--- src/rtl/vga_pkg.sv ---
// Shared VGA definitions: default coordinate/colour widths, the rectangle
// configuration record and a small span-compare helper reused by overlay blocks.
package vga_pkg;

    localparam int VGA_COORD_W = 10;
    localparam int VGA_COLOR_W = 8;

    // One rectangle's programmable state; bounds are inclusive.
    typedef struct packed {
        logic [VGA_COORD_W-1:0] x0;
        logic [VGA_COORD_W-1:0] x1;
        logic [VGA_COORD_W-1:0] y0;
        logic [VGA_COORD_W-1:0] y1;
        logic [VGA_COLOR_W-1:0] color;
        logic                   en;
        logic                   blink;
    } rect_cfg_t;

    localparam rect_cfg_t RECT_CFG_RESET = '0;

    // Unsigned inclusive span test; an inverted span (lo > hi) never matches.
    function automatic logic in_span(input logic [VGA_COORD_W-1:0] lo,
                                     input logic [VGA_COORD_W-1:0] hi,
                                     input logic [VGA_COORD_W-1:0] pos);
        return (pos >= lo) && (pos <= hi);
    endfunction

endpackage

--- src/rtl/rect_draw_if.sv ---
// Pixel stream, configuration write bus and overlay result of rect_draw.
// master = the controller side driving pixels/config, slave = rect_draw.
interface rect_draw_if #(
    parameter int NUM_RECTS = 4,
    parameter int COORD_W   = vga_pkg::VGA_COORD_W,
    parameter int COLOR_W   = vga_pkg::VGA_COLOR_W
);
    localparam int IDX_W = (NUM_RECTS > 1) ? $clog2(NUM_RECTS) : 1;

    // pixel stream
    logic [COORD_W-1:0] hcount;
    logic [COORD_W-1:0] vcount;
    logic               pix_valid;
    logic               frame_start;

    // configuration write bus
    logic               cfg_we;
    logic [IDX_W-1:0]   cfg_idx;
    logic [COORD_W-1:0] cfg_x0;
    logic [COORD_W-1:0] cfg_x1;
    logic [COORD_W-1:0] cfg_y0;
    logic [COORD_W-1:0] cfg_y1;
    logic [COLOR_W-1:0] cfg_color;
    logic               cfg_en;
    logic               cfg_blink;

    // overlay result
    logic               draw;
    logic [COLOR_W-1:0] color;
    logic [IDX_W-1:0]   hit_idx;
    logic               draw_valid;

    modport master (
        output hcount, vcount, pix_valid, frame_start,
        output cfg_we, cfg_idx, cfg_x0, cfg_x1, cfg_y0, cfg_y1,
        output cfg_color, cfg_en, cfg_blink,
        input  draw, color, hit_idx, draw_valid
    );

    modport slave (
        input  hcount, vcount, pix_valid, frame_start,
        input  cfg_we, cfg_idx, cfg_x0, cfg_x1, cfg_y0, cfg_y1,
        input  cfg_color, cfg_en, cfg_blink,
        output draw, color, hit_idx, draw_valid
    );

endinterface

--- src/rtl/rect_hit.sv ---
// Combinational coverage test of one pixel against one rectangle:
// enabled, inside both inclusive spans, and not hidden by the blink phase.
module rect_hit
    import vga_pkg::*;
(
    input  rect_cfg_t              cfg,
    input  logic [VGA_COORD_W-1:0] hcount,
    input  logic [VGA_COORD_W-1:0] vcount,
    input  logic                   phase,
    output logic                   hit
);

    // Blink hides the rectangle while the frame-derived phase is high.
    always_comb begin
        hit = cfg.en
            & in_span(cfg.x0, cfg.x1, hcount)
            & in_span(cfg.y0, cfg.y1, vcount)
            & ~(cfg.blink & phase);
    end

endmodule

--- src/rtl/rect_draw.sv ---
// Rectangle overlay: double-buffered rectangle bank committed at frame start,
// blink frame counter, and a two-stage pipeline (hit vector, then priority
// encode) producing draw/color/hit_idx aligned with draw_valid.
module rect_draw
    import vga_pkg::*;
#(
    parameter int NUM_RECTS = 4,
    parameter int COORD_W   = VGA_COORD_W,
    parameter int COLOR_W   = VGA_COLOR_W,
    parameter int BLINK_W   = 5
) (
    input  logic        clk,
    input  logic        reset,
    rect_draw_if.slave  bus
);

    localparam int IDX_W = (NUM_RECTS > 1) ? $clog2(NUM_RECTS) : 1;

    // configuration banks and frame counter
    rect_cfg_t          shadow_q [NUM_RECTS];
    rect_cfg_t          shadow_d [NUM_RECTS];
    rect_cfg_t          active_q [NUM_RECTS];
    rect_cfg_t          active_d [NUM_RECTS];
    logic [BLINK_W-1:0] frame_cnt_q;
    logic [BLINK_W-1:0] frame_cnt_d;

    rect_cfg_t          wr_cfg;
    logic               wr_ok;
    logic               phase;
    logic [NUM_RECTS-1:0] hit_vec;

    // stage 1
    logic [NUM_RECTS-1:0] hit_vec_p1_q;
    logic [NUM_RECTS-1:0] hit_vec_p1_d;
    logic [COLOR_W-1:0]   color_vec_p1_q [NUM_RECTS];
    logic [COLOR_W-1:0]   color_vec_p1_d [NUM_RECTS];
    logic                 vld_p1_q;
    logic                 vld_p1_d;

    // stage 2
    logic                 draw_p2_q;
    logic                 draw_p2_d;
    logic [COLOR_W-1:0]   color_p2_q;
    logic [COLOR_W-1:0]   color_p2_d;
    logic [IDX_W-1:0]     hit_idx_p2_q;
    logic [IDX_W-1:0]     hit_idx_p2_d;
    logic                 vld_p2_q;
    logic                 vld_p2_d;

    assign wr_cfg = '{x0:    bus.cfg_x0,
                      x1:    bus.cfg_x1,
                      y0:    bus.cfg_y0,
                      y1:    bus.cfg_y1,
                      color: bus.cfg_color,
                      en:    bus.cfg_en,
                      blink: bus.cfg_blink};

    // Writes to non-existent rectangles are dropped.
    assign wr_ok = bus.cfg_we && (int'(bus.cfg_idx) < NUM_RECTS);

    assign phase = frame_cnt_q[BLINK_W-1];

    // Next bank state: the write lands in the shadow first so a same-cycle
    // frame_start commits the freshly written value.
    always_comb begin
        shadow_d    = shadow_q;
        active_d    = active_q;
        frame_cnt_d = frame_cnt_q;
        if (wr_ok) begin
            shadow_d[bus.cfg_idx] = wr_cfg;
        end
        if (bus.frame_start) begin
            active_d    = shadow_d;
            frame_cnt_d = frame_cnt_q + 1'b1;
        end
    end

    // Bank and frame counter registers.
    always_ff @(posedge clk or negedge reset) begin
        if (!reset) begin
            for (int i = 0; i < NUM_RECTS; i++) begin
                shadow_q[i] <= RECT_CFG_RESET;
                active_q[i] <= RECT_CFG_RESET;
            end
            frame_cnt_q <= '0;
        end else begin
            shadow_q    <= shadow_d;
            active_q    <= active_d;
            frame_cnt_q <= frame_cnt_d;
        end
    end

    // One coverage checker per active rectangle.
    for (genvar g = 0; g < NUM_RECTS; g++) begin : g_hit
        rect_hit u_hit (
            .cfg    (active_q[g]),
            .hcount (bus.hcount),
            .vcount (bus.vcount),
            .phase  (phase),
            .hit    (hit_vec[g])
        );
    end

    // ---- stage 0 -> 1: hit vector, pixel-valid and the colours that go with it.
    // Colours are captured with the hits so a commit between stages cannot
    // pair a hit with a colour from the next frame's bank.
    always_comb begin
        hit_vec_p1_d = bus.pix_valid ? hit_vec : '0;
        vld_p1_d     = bus.pix_valid;
        for (int i = 0; i < NUM_RECTS; i++) begin
            color_vec_p1_d[i] = active_q[i].color;
        end
    end

    // Stage 1 registers.
    always_ff @(posedge clk or negedge reset) begin
        if (!reset) begin
            hit_vec_p1_q <= '0;
            vld_p1_q     <= 1'b0;
            for (int i = 0; i < NUM_RECTS; i++) begin
                color_vec_p1_q[i] <= '0;
            end
        end else begin
            hit_vec_p1_q   <= hit_vec_p1_d;
            vld_p1_q       <= vld_p1_d;
            color_vec_p1_q <= color_vec_p1_d;
        end
    end

    // ---- stage 1 -> 2: priority encode, lowest index wins. Invalid pixels
    // carry an all-zero hit vector, so their outputs fall out as zero.
    always_comb begin
        draw_p2_d    = |hit_vec_p1_q;
        color_p2_d   = '0;
        hit_idx_p2_d = '0;
        vld_p2_d     = vld_p1_q;
        for (int i = NUM_RECTS - 1; i >= 0; i--) begin
            if (hit_vec_p1_q[i]) begin
                color_p2_d   = color_vec_p1_q[i];
                hit_idx_p2_d = IDX_W'(i);
            end
        end
    end

    // Stage 2 (output) registers.
    always_ff @(posedge clk or negedge reset) begin
        if (!reset) begin
            draw_p2_q    <= 1'b0;
            color_p2_q   <= '0;
            hit_idx_p2_q <= '0;
            vld_p2_q     <= 1'b0;
        end else begin
            draw_p2_q    <= draw_p2_d;
            color_p2_q   <= color_p2_d;
            hit_idx_p2_q <= hit_idx_p2_d;
            vld_p2_q     <= vld_p2_d;
        end
    end

    assign bus.draw       = draw_p2_q;
    assign bus.color      = color_p2_q;
    assign bus.hit_idx    = hit_idx_p2_q;
    assign bus.draw_valid = vld_p2_q;

endmodule
--- src/flat_wrapper.sv ---
// flat-port wrapper written by rule: the top's interface ports become plain ports
module rect_draw_flat import vga_pkg::*;
#(
    parameter int NUM_RECTS = 4,
    parameter int COORD_W   = VGA_COORD_W,
    parameter int COLOR_W   = VGA_COLOR_W,
    parameter int BLINK_W   = 5
)
  (clk, reset, bus_hcount, bus_vcount, bus_pix_valid, bus_frame_start, bus_cfg_we, bus_cfg_idx, bus_cfg_x0, bus_cfg_x1, bus_cfg_y0, bus_cfg_y1, bus_cfg_color, bus_cfg_en, bus_cfg_blink, bus_draw, bus_color, bus_hit_idx, bus_draw_valid);
  rect_draw_if #(.NUM_RECTS(NUM_RECTS), .COORD_W(COORD_W), .COLOR_W(COLOR_W)) bus_i ();
  input  logic clk;
  input  logic reset;
  input wire logic [$bits(bus_i.hcount)-1:0] bus_hcount;
  input wire logic [$bits(bus_i.vcount)-1:0] bus_vcount;
  input wire logic [$bits(bus_i.pix_valid)-1:0] bus_pix_valid;
  input wire logic [$bits(bus_i.frame_start)-1:0] bus_frame_start;
  input wire logic [$bits(bus_i.cfg_we)-1:0] bus_cfg_we;
  input wire logic [$bits(bus_i.cfg_idx)-1:0] bus_cfg_idx;
  input wire logic [$bits(bus_i.cfg_x0)-1:0] bus_cfg_x0;
  input wire logic [$bits(bus_i.cfg_x1)-1:0] bus_cfg_x1;
  input wire logic [$bits(bus_i.cfg_y0)-1:0] bus_cfg_y0;
  input wire logic [$bits(bus_i.cfg_y1)-1:0] bus_cfg_y1;
  input wire logic [$bits(bus_i.cfg_color)-1:0] bus_cfg_color;
  input wire logic [$bits(bus_i.cfg_en)-1:0] bus_cfg_en;
  input wire logic [$bits(bus_i.cfg_blink)-1:0] bus_cfg_blink;
  output wire logic [$bits(bus_i.draw)-1:0] bus_draw;
  output wire logic [$bits(bus_i.color)-1:0] bus_color;
  output wire logic [$bits(bus_i.hit_idx)-1:0] bus_hit_idx;
  output wire logic [$bits(bus_i.draw_valid)-1:0] bus_draw_valid;
  assign bus_i.hcount = bus_hcount;
  assign bus_i.vcount = bus_vcount;
  assign bus_i.pix_valid = bus_pix_valid;
  assign bus_i.frame_start = bus_frame_start;
  assign bus_i.cfg_we = bus_cfg_we;
  assign bus_i.cfg_idx = bus_cfg_idx;
  assign bus_i.cfg_x0 = bus_cfg_x0;
  assign bus_i.cfg_x1 = bus_cfg_x1;
  assign bus_i.cfg_y0 = bus_cfg_y0;
  assign bus_i.cfg_y1 = bus_cfg_y1;
  assign bus_i.cfg_color = bus_cfg_color;
  assign bus_i.cfg_en = bus_cfg_en;
  assign bus_i.cfg_blink = bus_cfg_blink;
  assign bus_draw = bus_i.draw;
  assign bus_color = bus_i.color;
  assign bus_hit_idx = bus_i.hit_idx;
  assign bus_draw_valid = bus_i.draw_valid;
  rect_draw #(.NUM_RECTS(NUM_RECTS), .COORD_W(COORD_W), .COLOR_W(COLOR_W), .BLINK_W(BLINK_W)) u_core (.clk(clk), .reset(reset), .bus(bus_i));
endmodule
--- config.mk ---
export PLATFORM = sky130hd
export DESIGN_NAME = rect_draw_flat
export DESIGN_NICKNAME = d
export VERILOG_FILES = /design/src/rtl/vga_pkg.sv /design/src/rtl/rect_draw_if.sv /design/src/rtl/rect_hit.sv /design/src/rtl/rect_draw.sv /design/src/flat_wrapper.sv
export SDC_FILE = /design/constraint.sdc
export NUM_CORES = 1
export LEC_CHECK = 0
export BUFFER_PORTS_ARGS = -buffer_cell sky130_fd_sc_hd__buf_2
export CORE_ASPECT_RATIO = 1.4
export CORE_UTILIZATION = 25
export CTS_BUF_LIST = sky130_fd_sc_hd__clkbuf_8
export DETAILED_ROUTE_END_ITERATION = 12
export MAX_ROUTING_LAYER = met4
export PLACE_DENSITY = 0.49
export SKIP_CTS_REPAIR_TIMING = 1
export SLEW_MARGIN = 40
export SYNTH_ARGS = -nofsm -noshare
export SYNTH_HDL_FRONTEND = slang
export SYNTH_HIERARCHICAL = 1
export SYNTH_SLANG_ARGS = --single-unit
--- constraint.sdc ---
create_clock -name clk -period 2.4 [get_ports clk]
set_clock_uncertainty 0.15 [all_clocks]
set_input_delay 0.24 -clock clk [delete_from_list [all_inputs] [get_ports clk]]
set_output_delay 0.24 -clock clk [all_outputs]
set_load 0.03 [all_outputs]
==> flow_summary.html, run 1 <==
<table>
<tr><th>Metric</th><th>Value</th></tr>
<tr><th colspan="2">GRT</th></tr>
<tr><td>Maximum number of pins on one net before global-route repair</td><td>123</td></tr>
<tr><td>Global-route wire length before repair</td><td>93900 µm</td></tr>
<tr><td>Most heavily used metal layer in global routing</td><td>met2</td></tr>
<tr><td>Met3 global-route usage</td><td>2.86%</td></tr>
<tr><td>Routing usage on met2</td><td>25.9%</td></tr>
<tr><td>Vias in the first global route</td><td>15900</td></tr>
<tr><td>Global route total overflow</td><td>0</td></tr>
<tr><td>Total Routing Usage GR</td><td>15.0%</td></tr>
<tr><td>Met1 track demand over resource in global routing</td><td>17.5%</td></tr>
<tr><td>Initial antenna violation count</td><td>11</td></tr>
<tr><th colspan="2">Clock tree</th></tr>
<tr><td>Count of H-tree levels built during CTS</td><td>3</td></tr>
<tr><td>Root buf cell</td><td>sky130_fd_sc_hd__clkbuf_8</td></tr>
<tr><td>Number of clock sinks seen by CTS</td><td>454</td></tr>
<tr><td>TritonCTS clock tree</td><td>yes</td></tr>
<tr><td>Inserted Clock Buffers</td><td>75</td></tr>
<tr><td>CTS Buffer Depth</td><td>3</td></tr>
<tr><td>Latest clock arrival within the worst-skew pair</td><td>0.68 ns</td></tr>
<tr><td>Clk slew on worst S/H paths</td><td>0.07 ns</td></tr>
<tr><th colspan="2">Drt</th></tr>
<tr><td>Routed Wire Length</td><td>60400 µm</td></tr>
<tr><td>Number of design rule violations left after detail routing</td><td>0</td></tr>
<tr><td>Number of vias per cell</td><td>4.53</td></tr>
<tr><td>Via count</td><td>15700</td></tr>
<tr><td>Post-detailed-route wirelength per cell</td><td>17.5 µm</td></tr>
<tr><td>Antenna Violating Nets Remaining</td><td>0</td></tr>
<tr><td>DR iter-0 viols</td><td>1101</td></tr>
<tr><td>Number of search-and-repair iterations in the first detailed-routing pass</td><td>5</td></tr>
<tr><th colspan="2">Synth</th></tr>
<tr><td>Async SR Flop Fraction</td><td>100%</td></tr>
<tr><td>Dominant cells by area after synthesis</td><td>sky130_fd_sc_hd__dfrtp_1, sky130_fd_sc_hd__nand2_1, sky130_fd_sc_hd__ha_1</td></tr>
<tr><td>Count of cell types in the netlist</td><td>48</td></tr>
<tr><td>Number of enable flip-flop cells after synthesis</td><td>0</td></tr>
<tr><td>Seq/Total Area, Yosys</td><td>55.0%</td></tr>
<tr><td>Synth Warn #</td><td>6</td></tr>
<tr><td>Area share of the leading cell type in the synthesized netlist</td><td>55.0%</td></tr>
<tr><td>Post-synth net total</td><td>2404</td></tr>
<tr><td>Synthesized area divided by synthesized cell count</td><td>9.53 µm²</td></tr>
<tr><td>Post-Synthesis Cells</td><td>2166</td></tr>
<tr><td>Most frequent cell after synthesis</td><td>sky130_fd_sc_hd__nand2_1</td></tr>
<tr><td>Most numerous cell types in the synthesized netlist</td><td>sky130_fd_sc_hd__nand2_1, sky130_fd_sc_hd__dfrtp_1, sky130_fd_sc_hd__nor2_1</td></tr>
<tr><td>FF+latch count, synth</td><td>454</td></tr>
<tr><td>Cell area after technology mapping</td><td>0.0206 mm²</td></tr>
<tr><td>Main synth FF type</td><td>sky130_fd_sc_hd__dfrtp_1</td></tr>
<tr><td>Cell type with the highest aggregate area in the netlist</td><td>sky130_fd_sc_hd__dfrtp_1</td></tr>
<tr><th colspan="2">Setup path</th></tr>
<tr><td>Setup CP Type</td><td>reg2reg</td></tr>
<tr><td>CP Max Fanout</td><td>3</td></tr>
<tr><td>Required time of the critical path</td><td>2.82 ns</td></tr>
<tr><td>Cell-by-cell trace of the critical path</td><td>inv_1 -&gt; ha_1 -&gt; nand2_1 -&gt; o21ai_0 -&gt; nand2b_1 -&gt; nor3b_1 -&gt; buf_4 -&gt; nor4_2 -&gt; and2_1</td></tr>
<tr><td>Signal arrival time at the worst endpoint</td><td>2.68 ns</td></tr>
<tr><td>Crit start category</td><td>register</td></tr>
<tr><td>Flop2flop setup slack</td><td>0.14 ns</td></tr>
<tr><td>Slowest cell on crit path</td><td>sky130_fd_sc_hd__o21ai_0</td></tr>
<tr><td>Crit. End Element</td><td>register</td></tr>
<tr><td>CP max stage delay</td><td>0.48 ns</td></tr>
<tr><td>Kind of cell with the highest combined delay on the critical path</td><td>simple AND/OR/NAND/NOR gates</td></tr>
<tr><td>Count of buffer and inverter cells on the critical path</td><td>2</td></tr>
<tr><th colspan="2">Power and ir drop</th></tr>
<tr><td>Total net switching power</td><td>5.89 mW</td></tr>
<tr><td>Ratio of total power to cell area</td><td>789 mW/mm²</td></tr>
<tr><td>Sw frac</td><td>30.5%</td></tr>
<tr><td>Portion of total power attributed to combinational logic</td><td>18.2%</td></tr>
<tr><td>Internal power component</td><td>13.4 mW</td></tr>
<tr><td>Relative contribution of the clock network to total power</td><td>33.4%</td></tr>
<tr><td>Static power due to leakage</td><td>12.3 nW</td></tr>
<tr><td>VDD IR max</td><td>0.355 mV</td></tr>
<tr><td>Register share of total power</td><td>48.4%</td></tr>
<tr><th colspan="2">Die</th></tr>
<tr><td>Die footprint</td><td>0.0837 mm²</td></tr>
<tr><td>Count of standard-cell rows</td><td>124</td></tr>
<tr><td>Area of the placeable core</td><td>0.0818 mm²</td></tr>
<tr><td>Number of top-level design ports</td><td>89</td></tr>
<tr><td>Starting density of the core</td><td>25.2%</td></tr>
<tr><td>Die boundary height</td><td>342 µm</td></tr>
<tr><td>Die Wd</td><td>245 µm</td></tr>
<tr><th colspan="2">Timing</th></tr>
<tr><td>Max Clk Rate</td><td>443 MHz</td></tr>
<tr><td>Setup repair after global routing missed its margin</td><td>false</td></tr>
<tr><td>Hold violation count in the final report</td><td>0</td></tr>
<tr><td>Clock period minus final worst setup slack</td><td>2.26 ns</td></tr>
<tr><td>Number of setup violations in the final report</td><td>0</td></tr>
<tr><td>Total Negative Setup Slacks</td><td>0 ns</td></tr>
<tr><td>Share of the cycle needed by the critical path after routing</td><td>94.0%</td></tr>
<tr><td>Remaining max-slew budget at the tightest pin</td><td>59.7%</td></tr>
<tr><td>Transition time of the tightest slew-check pin</td><td>0.599 ns</td></tr>
<tr><td>Final number of max-transition violations</td><td>0</td></tr>
<tr><th colspan="2">Status</th></tr>
<tr><td>Status</td><td>finished, final reports clean</td></tr>
<tr><th colspan="2">Finish</th></tr>
<tr><td>Number of fill cells</td><td>8506</td></tr>
<tr><td>Count of nets after finishing</td><td>2575</td></tr>
<tr><td>Area growth from synthesis to final layout</td><td>18.6%</td></tr>
<tr><td>Utilization after layout</td><td>30.0%</td></tr>
<tr><td>Share of post-route cells with drive strength above 1</td><td>11.1%</td></tr>
<tr><td>Area used by multi-input combinational logic</td><td>0.00817 mm²</td></tr>
<tr><td>Storage element area</td><td>0.0114 mm²</td></tr>
<tr><th colspan="2">Placement</th></tr>
<tr><td>Buffers on Ports</td><td>88</td></tr>
<tr><td>Final weighted congestion in routability-driven placement</td><td>0.845</td></tr>
<tr><td>Post-detailed-placement half-perimeter wirelength</td><td>40300 µm</td></tr>
<tr><th colspan="2">Hold path</th></tr>
<tr><td>Path type of the worst min-delay path</td><td>in2async</td></tr>
<tr><th colspan="2">Job</th></tr>
<tr><td>Max-cap violations</td><td>0</td></tr>
</table>
[registers in the layout, indices dropped and copies added, names as in the netlist]
signal                 cells
u_core/frame_cnt_q         5
u_core/shadow_q          200
u_core/vld_p1_q            1
u_core/color_vec_p1_q     32
u_core/bus.color           8
u_core/bus.draw_valid      1
u_core/bus.draw            1
u_core/bus.hit_idx         2
u_core/hit_vec_p1_q        4
u_core/active_q          200
[logic make-up (layout without fill, tap and decap cells)]
kind of cell | count (synthesis) | after routing | synth area share, %
flops | 454 | 454 | 55.0
other cells | 0 | 8 | 0
fa+ha+maj | 161 | 161 | 9.76
xor+xnor | 4 | 4 | 0.170
compound gates | 346 | 346 | 11.1
buf+inv | 262 | 476 | 5.45
mux | 1 | 1 | 0.0545
simple gates | 938 | 938 | 18.4
[worst min-delay path: stages]
cell and delay [ns]:
sky130_fd_sc_hd__dlygate4sd3_1 0.56, sky130_fd_sc_hd__buf_8 0.21, sky130_fd_sc_hd__buf_12 0.22
[routing by layer]
layer / vias up / routed length, µm
met4: 0 / 1410
met3: 93 / 2110
met1: 7721 / 26200
li1: 7593 / -
met5: - / 0
met2: 277 / 30700
[layout make-up]
class | instances | share of cell area, %
Antenna cell | 8 | 0.0817
Clock buffer | 85 | 4.78
Clock inverter | 35 | 0.751
Inverter | 164 | 2.51
Multi-Input combinational cell | 1450 | 33.4
Sequential cell | 454 | 46.4
Tap cell | 1071 | 5.47
Timing Repair Buffer | 192 | 6.64
[final timing paths]
kind,start,endpoint,depth (start not counted)
hold / removal,reset,u_core/active_q[198],3
setup / recovery,u_core/active_q[89],u_core/hit_vec_p1_q[2],9
max in group asynchronous,reset,u_core/active_q[74],3
hold reg to reg,u_core/vld_p1_q,u_core/bus.draw_valid,0
setup reg to reg,u_core/active_q[89],u_core/hit_vec_p1_q[2],9
min in group clk,bus_cfg_idx[1],u_core/shadow_q[196],5
[per-stage QoR]
| step | instances | hold WS [ns] | power (mW) | worst slack [ns] | cell area [µm²] |
|---|---|---|---|---|---|
| after floorplan | 2166 | -0.206 | 11.6 | 0.520 | 20600 |
| after global placement | 3275 | 0.0272 | 12.8 | 0.122 | 22500 |
| after detailed placement | 3277 | 0.0279 | 13.0 | 0.0904 | 22600 |
| after CTS | 3397 | -0.723 | 19.6 | 0.171 | 23900 |
| after global routing | 3459 | 0.0463 | 20.5 | 0.0677 | 24500 |
| final | 3459 | 0.0513 | 19.3 | 0.144 | 24500 |
[power by group through the flow]
stage / sequential, mW / clock (mW) / combinational (mW)
6_report: 9.35 / 6.46 / 3.52
5_1_grt: 9.48 / 7.02 / 4.02
4_1_cts: 9.36 / 6.74 / 3.49
3_5_place_dp: 9.49 / 0 / 3.47
3_3_place_gp: 9.45 / 0 / 3.34
2_1_floorplan: 9.34 / 0 / 2.24
[cells in the final DEF (no fill, tap or decap), types with 3 or more instances in the layout]
master | Yosys | layout
sky130_fd_sc_hd__nand2_1 | 622 | 622
sky130_fd_sc_hd__nand2_2 | 10 | 10
sky130_fd_sc_hd__and2_1 | 4 | 4
sky130_fd_sc_hd__xnor2_1 | 3 | 3
sky130_fd_sc_hd__a211oi_1 | 8 | 8
sky130_fd_sc_hd__o21ai_0 | 14 | 14
sky130_fd_sc_hd__o2111ai_1 | 4 | 4
sky130_fd_sc_hd__dlygate4sd3_1 | 0 | 53
sky130_fd_sc_hd__dfrtp_1 | 454 | 453
sky130_fd_sc_hd__nor2_1 | 218 | 218
sky130_fd_sc_hd__nand2b_1 | 18 | 18
sky130_fd_sc_hd__o31ai_1 | 10 | 10
sky130_fd_sc_hd__inv_1 | 164 | 188
sky130_fd_sc_hd__nand3_1 | 9 | 8
sky130_fd_sc_hd__a31oi_1 | 208 | 208
sky130_fd_sc_hd__ha_1 | 161 | 161
sky130_fd_sc_hd__nand4_1 | 22 | 22
sky130_fd_sc_hd__clkinv_2 | 0 | 4
sky130_fd_sc_hd__clkbuf_8 | 0 | 85
sky130_fd_sc_hd__buf_12 | 0 | 17
sky130_fd_sc_hd__a21o_1 | 20 | 20
sky130_fd_sc_hd__a21boi_0 | 4 | 4
sky130_fd_sc_hd__nor2b_1 | 9 | 9
sky130_fd_sc_hd__buf_4 | 5 | 32
sky130_fd_sc_hd__a21oi_1 | 42 | 42
sky130_fd_sc_hd__inv_8 | 0 | 3
sky130_fd_sc_hd__o211ai_1 | 10 | 10
sky130_fd_sc_hd__diode_2 | 0 | 8
sky130_fd_sc_hd__a221oi_1 | 8 | 8
sky130_fd_sc_hd__a2111oi_2 | 4 | 4
sky130_fd_sc_hd__nor3_1 | 7 | 7
sky130_fd_sc_hd__buf_2 | 26 | 86
Note: power is estimated with default switching activity, not from simulation.
==> run 2: changes to the inputs <==
- RECOVER_POWER: unset -> 100
==> flow_summary.html, run 2 (synthesis results as in run 1) <==
<table>
<tr><th>Metric</th><th>Value</th></tr>
<tr><th colspan="2">Finish</th></tr>
<tr><td>Finished Layout Cells</td><td>3459 (unchanged)</td></tr>
<tr><td>Count of nets after finishing</td><td>2575 (unchanged)</td></tr>
<tr><td>Leading cell types in the layout, fill and taps excluded</td><td>sky130_fd_sc_hd__nand2_1, sky130_fd_sc_hd__dfrtp_1, sky130_fd_sc_hd__nor2_1 (unchanged)</td></tr>
<tr><td>Most common cell after layout, fill and taps aside</td><td>sky130_fd_sc_hd__nand2_1 (unchanged)</td></tr>
<tr><td>Number of fill cells</td><td>8551 (was 8506)</td></tr>
<tr><td>Post-route cell area</td><td>0.0242 mm² (was 0.0245 mm²)</td></tr>
<tr><td>Utilization after layout</td><td>29.6% (was 30.0%)</td></tr>
<tr><td>Share of post-route cells with drive strength above 1</td><td>10.1% (was 11.1%)</td></tr>
<tr><td>Biggest registers after layout</td><td>u_core/active_q (200), u_core/shadow_q (200), u_core/color_vec_p1_q (32) (unchanged)</td></tr>
<tr><td>Area growth from synthesis to final layout</td><td>17.4% (was 18.6%)</td></tr>
<tr><th colspan="2">Power and ir drop</th></tr>
<tr><td>Portion of total power attributed to combinational logic</td><td>18.0% (was 18.2%)</td></tr>
<tr><td>Register share of total power</td><td>48.6% (was 48.4%)</td></tr>
<tr><td>Sw frac</td><td>30.5% (about the same)</td></tr>
<tr><td>Static power due to leakage</td><td>12.2 nW (was 12.3 nW)</td></tr>
<tr><td>Internal power component</td><td>13.4 mW (about the same)</td></tr>
<tr><td>VDD IR max</td><td>0.353 mV (was 0.355 mV)</td></tr>
<tr><td>Total net switching power</td><td>5.87 mW (was 5.89 mW)</td></tr>
<tr><td>Ratio of total power to cell area</td><td>795 mW/mm² (was 789 mW/mm²)</td></tr>
<tr><td>Relative contribution of the clock network to total power</td><td>33.5% (was 33.4%)</td></tr>
<tr><th colspan="2">Setup path</th></tr>
<tr><td>R2r endpoint</td><td>u_core/hit_vec_p1_q[2] (unchanged)</td></tr>
<tr><td>Setup CP Type</td><td>reg2reg (unchanged)</td></tr>
<tr><td>CP endpoint</td><td>u_core/hit_vec_p1_q[2] (unchanged)</td></tr>
<tr><td>Crit start category</td><td>register (unchanged)</td></tr>
<tr><td>Worst r2r path cells</td><td>9 (unchanged)</td></tr>
<tr><td>Flop2flop setup slack</td><td>0.14 ns (about the same)</td></tr>
<tr><td>R2r startpoint</td><td>u_core/active_q[89] (unchanged)</td></tr>
<tr><td>Worst setup startpoint</td><td>u_core/active_q[89] (unchanged)</td></tr>
<tr><td>CP Max Fanout</td><td>3 (unchanged)</td></tr>
<tr><td>Required time of the critical path</td><td>2.82 ns (about the same)</td></tr>
<tr><td>Signal arrival time at the worst endpoint</td><td>2.68 ns (about the same)</td></tr>
<tr><td>Crit. End Element</td><td>register (unchanged)</td></tr>
<tr><th colspan="2">GRT</th></tr>
<tr><td>Maximum number of pins on one net before global-route repair</td><td>123 (unchanged)</td></tr>
<tr><td>Global route total overflow</td><td>0 (unchanged)</td></tr>
<tr><td>Initial antenna violation count</td><td>11 (unchanged)</td></tr>
<tr><td>Vias in the first global route</td><td>15900 (unchanged)</td></tr>
<tr><td>Global-route wire length before repair</td><td>93900 µm (unchanged)</td></tr>
<tr><td>Total Routing Usage GR</td><td>15.0% (unchanged)</td></tr>
<tr><th colspan="2">Die</th></tr>
<tr><td>Die Wd</td><td>245 µm (unchanged)</td></tr>
<tr><td>Die footprint</td><td>0.0837 mm² (unchanged)</td></tr>
<tr><td>Number of top-level design ports</td><td>89 (unchanged)</td></tr>
<tr><td>Count of standard-cell rows</td><td>124 (unchanged)</td></tr>
<tr><td>Starting density of the core</td><td>25.2% (unchanged)</td></tr>
<tr><td>Die boundary height</td><td>342 µm (unchanged)</td></tr>
<tr><td>Area of the placeable core</td><td>0.0818 mm² (unchanged)</td></tr>
<tr><th colspan="2">Drt</th></tr>
<tr><td>Via count</td><td>15700 (about the same)</td></tr>
<tr><td>Number of design rule violations left after detail routing</td><td>0 (unchanged)</td></tr>
<tr><td>Post-detailed-route wirelength per cell</td><td>17.5 µm (about the same)</td></tr>
<tr><td>Routed Wire Length</td><td>60400 µm (about the same)</td></tr>
<tr><td>DR iter-0 viols</td><td>1069 (was 1101)</td></tr>
<tr><td>Number of vias per cell</td><td>4.54 (was 4.53)</td></tr>
<tr><td>Number of search-and-repair iterations in the first detailed-routing pass</td><td>5 (unchanged)</td></tr>
<tr><td>Antenna Violating Nets Remaining</td><td>0 (unchanged)</td></tr>
<tr><th colspan="2">Clock tree</th></tr>
<tr><td>Clk slew on worst S/H paths</td><td>0.07 ns (about the same)</td></tr>
<tr><td>Root buf cell</td><td>sky130_fd_sc_hd__clkbuf_8 (unchanged)</td></tr>
<tr><td>Latest clock arrival within the worst-skew pair</td><td>0.68 ns (about the same)</td></tr>
<tr><td>CTS Buffer Depth</td><td>3 (unchanged)</td></tr>
<tr><td>TritonCTS clock tree</td><td>yes (unchanged)</td></tr>
<tr><td>Number of clock sinks seen by CTS</td><td>454 (unchanged)</td></tr>
<tr><td>Inserted Clock Buffers</td><td>75 (unchanged)</td></tr>
<tr><td>Count of H-tree levels built during CTS</td><td>3 (unchanged)</td></tr>
<tr><th colspan="2">Timing</th></tr>
<tr><td>Final number of max-transition violations</td><td>194 (was 0)</td></tr>
<tr><td>Max Clk Rate</td><td>442 MHz (was 443 MHz)</td></tr>
<tr><td>Transition time of the tightest slew-check pin</td><td>1.93 ns (was 0.599 ns)</td></tr>
<tr><td>Total Negative Setup Slacks</td><td>0 ns (unchanged)</td></tr>
<tr><td>Share of the cycle needed by the critical path after routing</td><td>94.3% (was 94.0%)</td></tr>
<tr><td>Setup repair after global routing missed its margin</td><td>false (unchanged)</td></tr>
<tr><td>Hold violation count in the final report</td><td>0 (unchanged)</td></tr>
<tr><td>Number of setup violations in the final report</td><td>0 (unchanged)</td></tr>
<tr><td>Clock period minus final worst setup slack</td><td>2.26 ns (about the same)</td></tr>
<tr><td>Remaining max-slew budget at the tightest pin</td><td>-28.6% (was 59.7%)</td></tr>
<tr><th colspan="2">Placement</th></tr>
<tr><td>Buffers on Ports</td><td>88 (unchanged)</td></tr>
<tr><td>Placed Cells</td><td>3277 (unchanged)</td></tr>
<tr><td>Cell Area, Placed</td><td>0.0226 mm² (unchanged)</td></tr>
<tr><td>Post-detailed-placement half-perimeter wirelength</td><td>40300 µm (unchanged)</td></tr>
<tr><td>Final weighted congestion in routability-driven placement</td><td>0.845 (unchanged)</td></tr>
<tr><th colspan="2">Hold path</th></tr>
<tr><td>Origin of the worst min-delay path</td><td>bus_cfg_idx[1]</td></tr>
<tr><td>Path type of the worst min-delay path</td><td>in2reg (was in2async)</td></tr>
<tr><th colspan="2">Status</th></tr>
<tr><td>Status</td><td>finished, violations left (was finished, final reports clean)</td></tr>
<tr><td>Failing checks</td><td>max-capacitance violations, max-slew violations</td></tr>
<tr><th colspan="2">Job</th></tr>
<tr><td>Max-cap violations</td><td>5 (was 0)</td></tr>
</table>
[run 2: worst min path at each step]
stage	end	slack (ns)	depth (start not counted)
3_3_place_gp	u_core/shadow_q[92]	0.03	1
4_1_cts	u_core/active_q[188]	-0.72	1
3_5_place_dp	u_core/shadow_q[92]	0.03	1
2_1_floorplan	u_core/active_q[0]	-0.21	0
6_report	u_core/shadow_q[153]	0.07	4
5_1_grt	u_core/shadow_q[150]	0.09	4
[run 2: area by class of cell]
cell class	instances	area (µm²)	share of cell area (%)
Antenna cell	8	20.0	0.0826
Clock buffer	85	1170	4.83
Sequential cell	454	11400	46.9
Multi-Input combinational cell	1450	8150	33.6
Inverter	164	616	2.54
Timing Repair Buffer	192	1400	5.77
Tap cell	1071	1340	5.53
Clock inverter	35	184	0.759
[run 2: metrics by stage]
| stage | total power [mW] | setup WS (ns) | hold WS [ns] |
|---|---|---|---|
| 6_report | 19.3 | 0.136 | 0.0656 |
| 5_1_grt | 20.5 | 0.0386 | 0.0919 |
| 4_1_cts | 19.6 | 0.171 | -0.723 |
| 3_5_place_dp | 13.0 | 0.0904 | 0.0279 |
| 3_3_place_gp | 12.8 | 0.122 | 0.0272 |
| 2_1_floorplan | 11.6 | 0.520 | -0.206 |
[run 2: power groups by stage]
stage | Sequential [mW] | Clock [mW] | Combinational (mW)
6_report | 9.35 | 6.45 | 3.46
5_1_grt | 9.48 | 7.02 | 3.96
4_1_cts | 9.36 | 6.74 | 3.49
2_1_floorplan | 9.34 | 0 | 2.24
3_5_place_dp | 9.49 | 0 | 3.47
3_3_place_gp | 9.45 | 0 | 3.34
[run 2: worst max-delay path, cell delays in order, from the launching register on]
cell,delay [ns]
sky130_fd_sc_hd__dfrtp_1,0.35
sky130_fd_sc_hd__inv_1,0.05
sky130_fd_sc_hd__ha_1,0.31
sky130_fd_sc_hd__nand2_1,0.06
sky130_fd_sc_hd__o21ai_0,0.48
sky130_fd_sc_hd__nand2b_1,0.18
sky130_fd_sc_hd__nor3b_1,0.20
sky130_fd_sc_hd__buf_4,0.17
sky130_fd_sc_hd__nor4_2,0.04
sky130_fd_sc_hd__and2_0,0.16
[run 2: metal layers]
layer | vias to the layer above | global-route usage (%) | share of wire (%)
li1 | 7595 | - | -
met1 | 7744 | 17.5 | 43
met2 | 279 | 25.9 | 51
met3 | 94 | 2.86 | 3.7
met4 | 0 | 4.90 | 2.4
met5 | - | - | 0
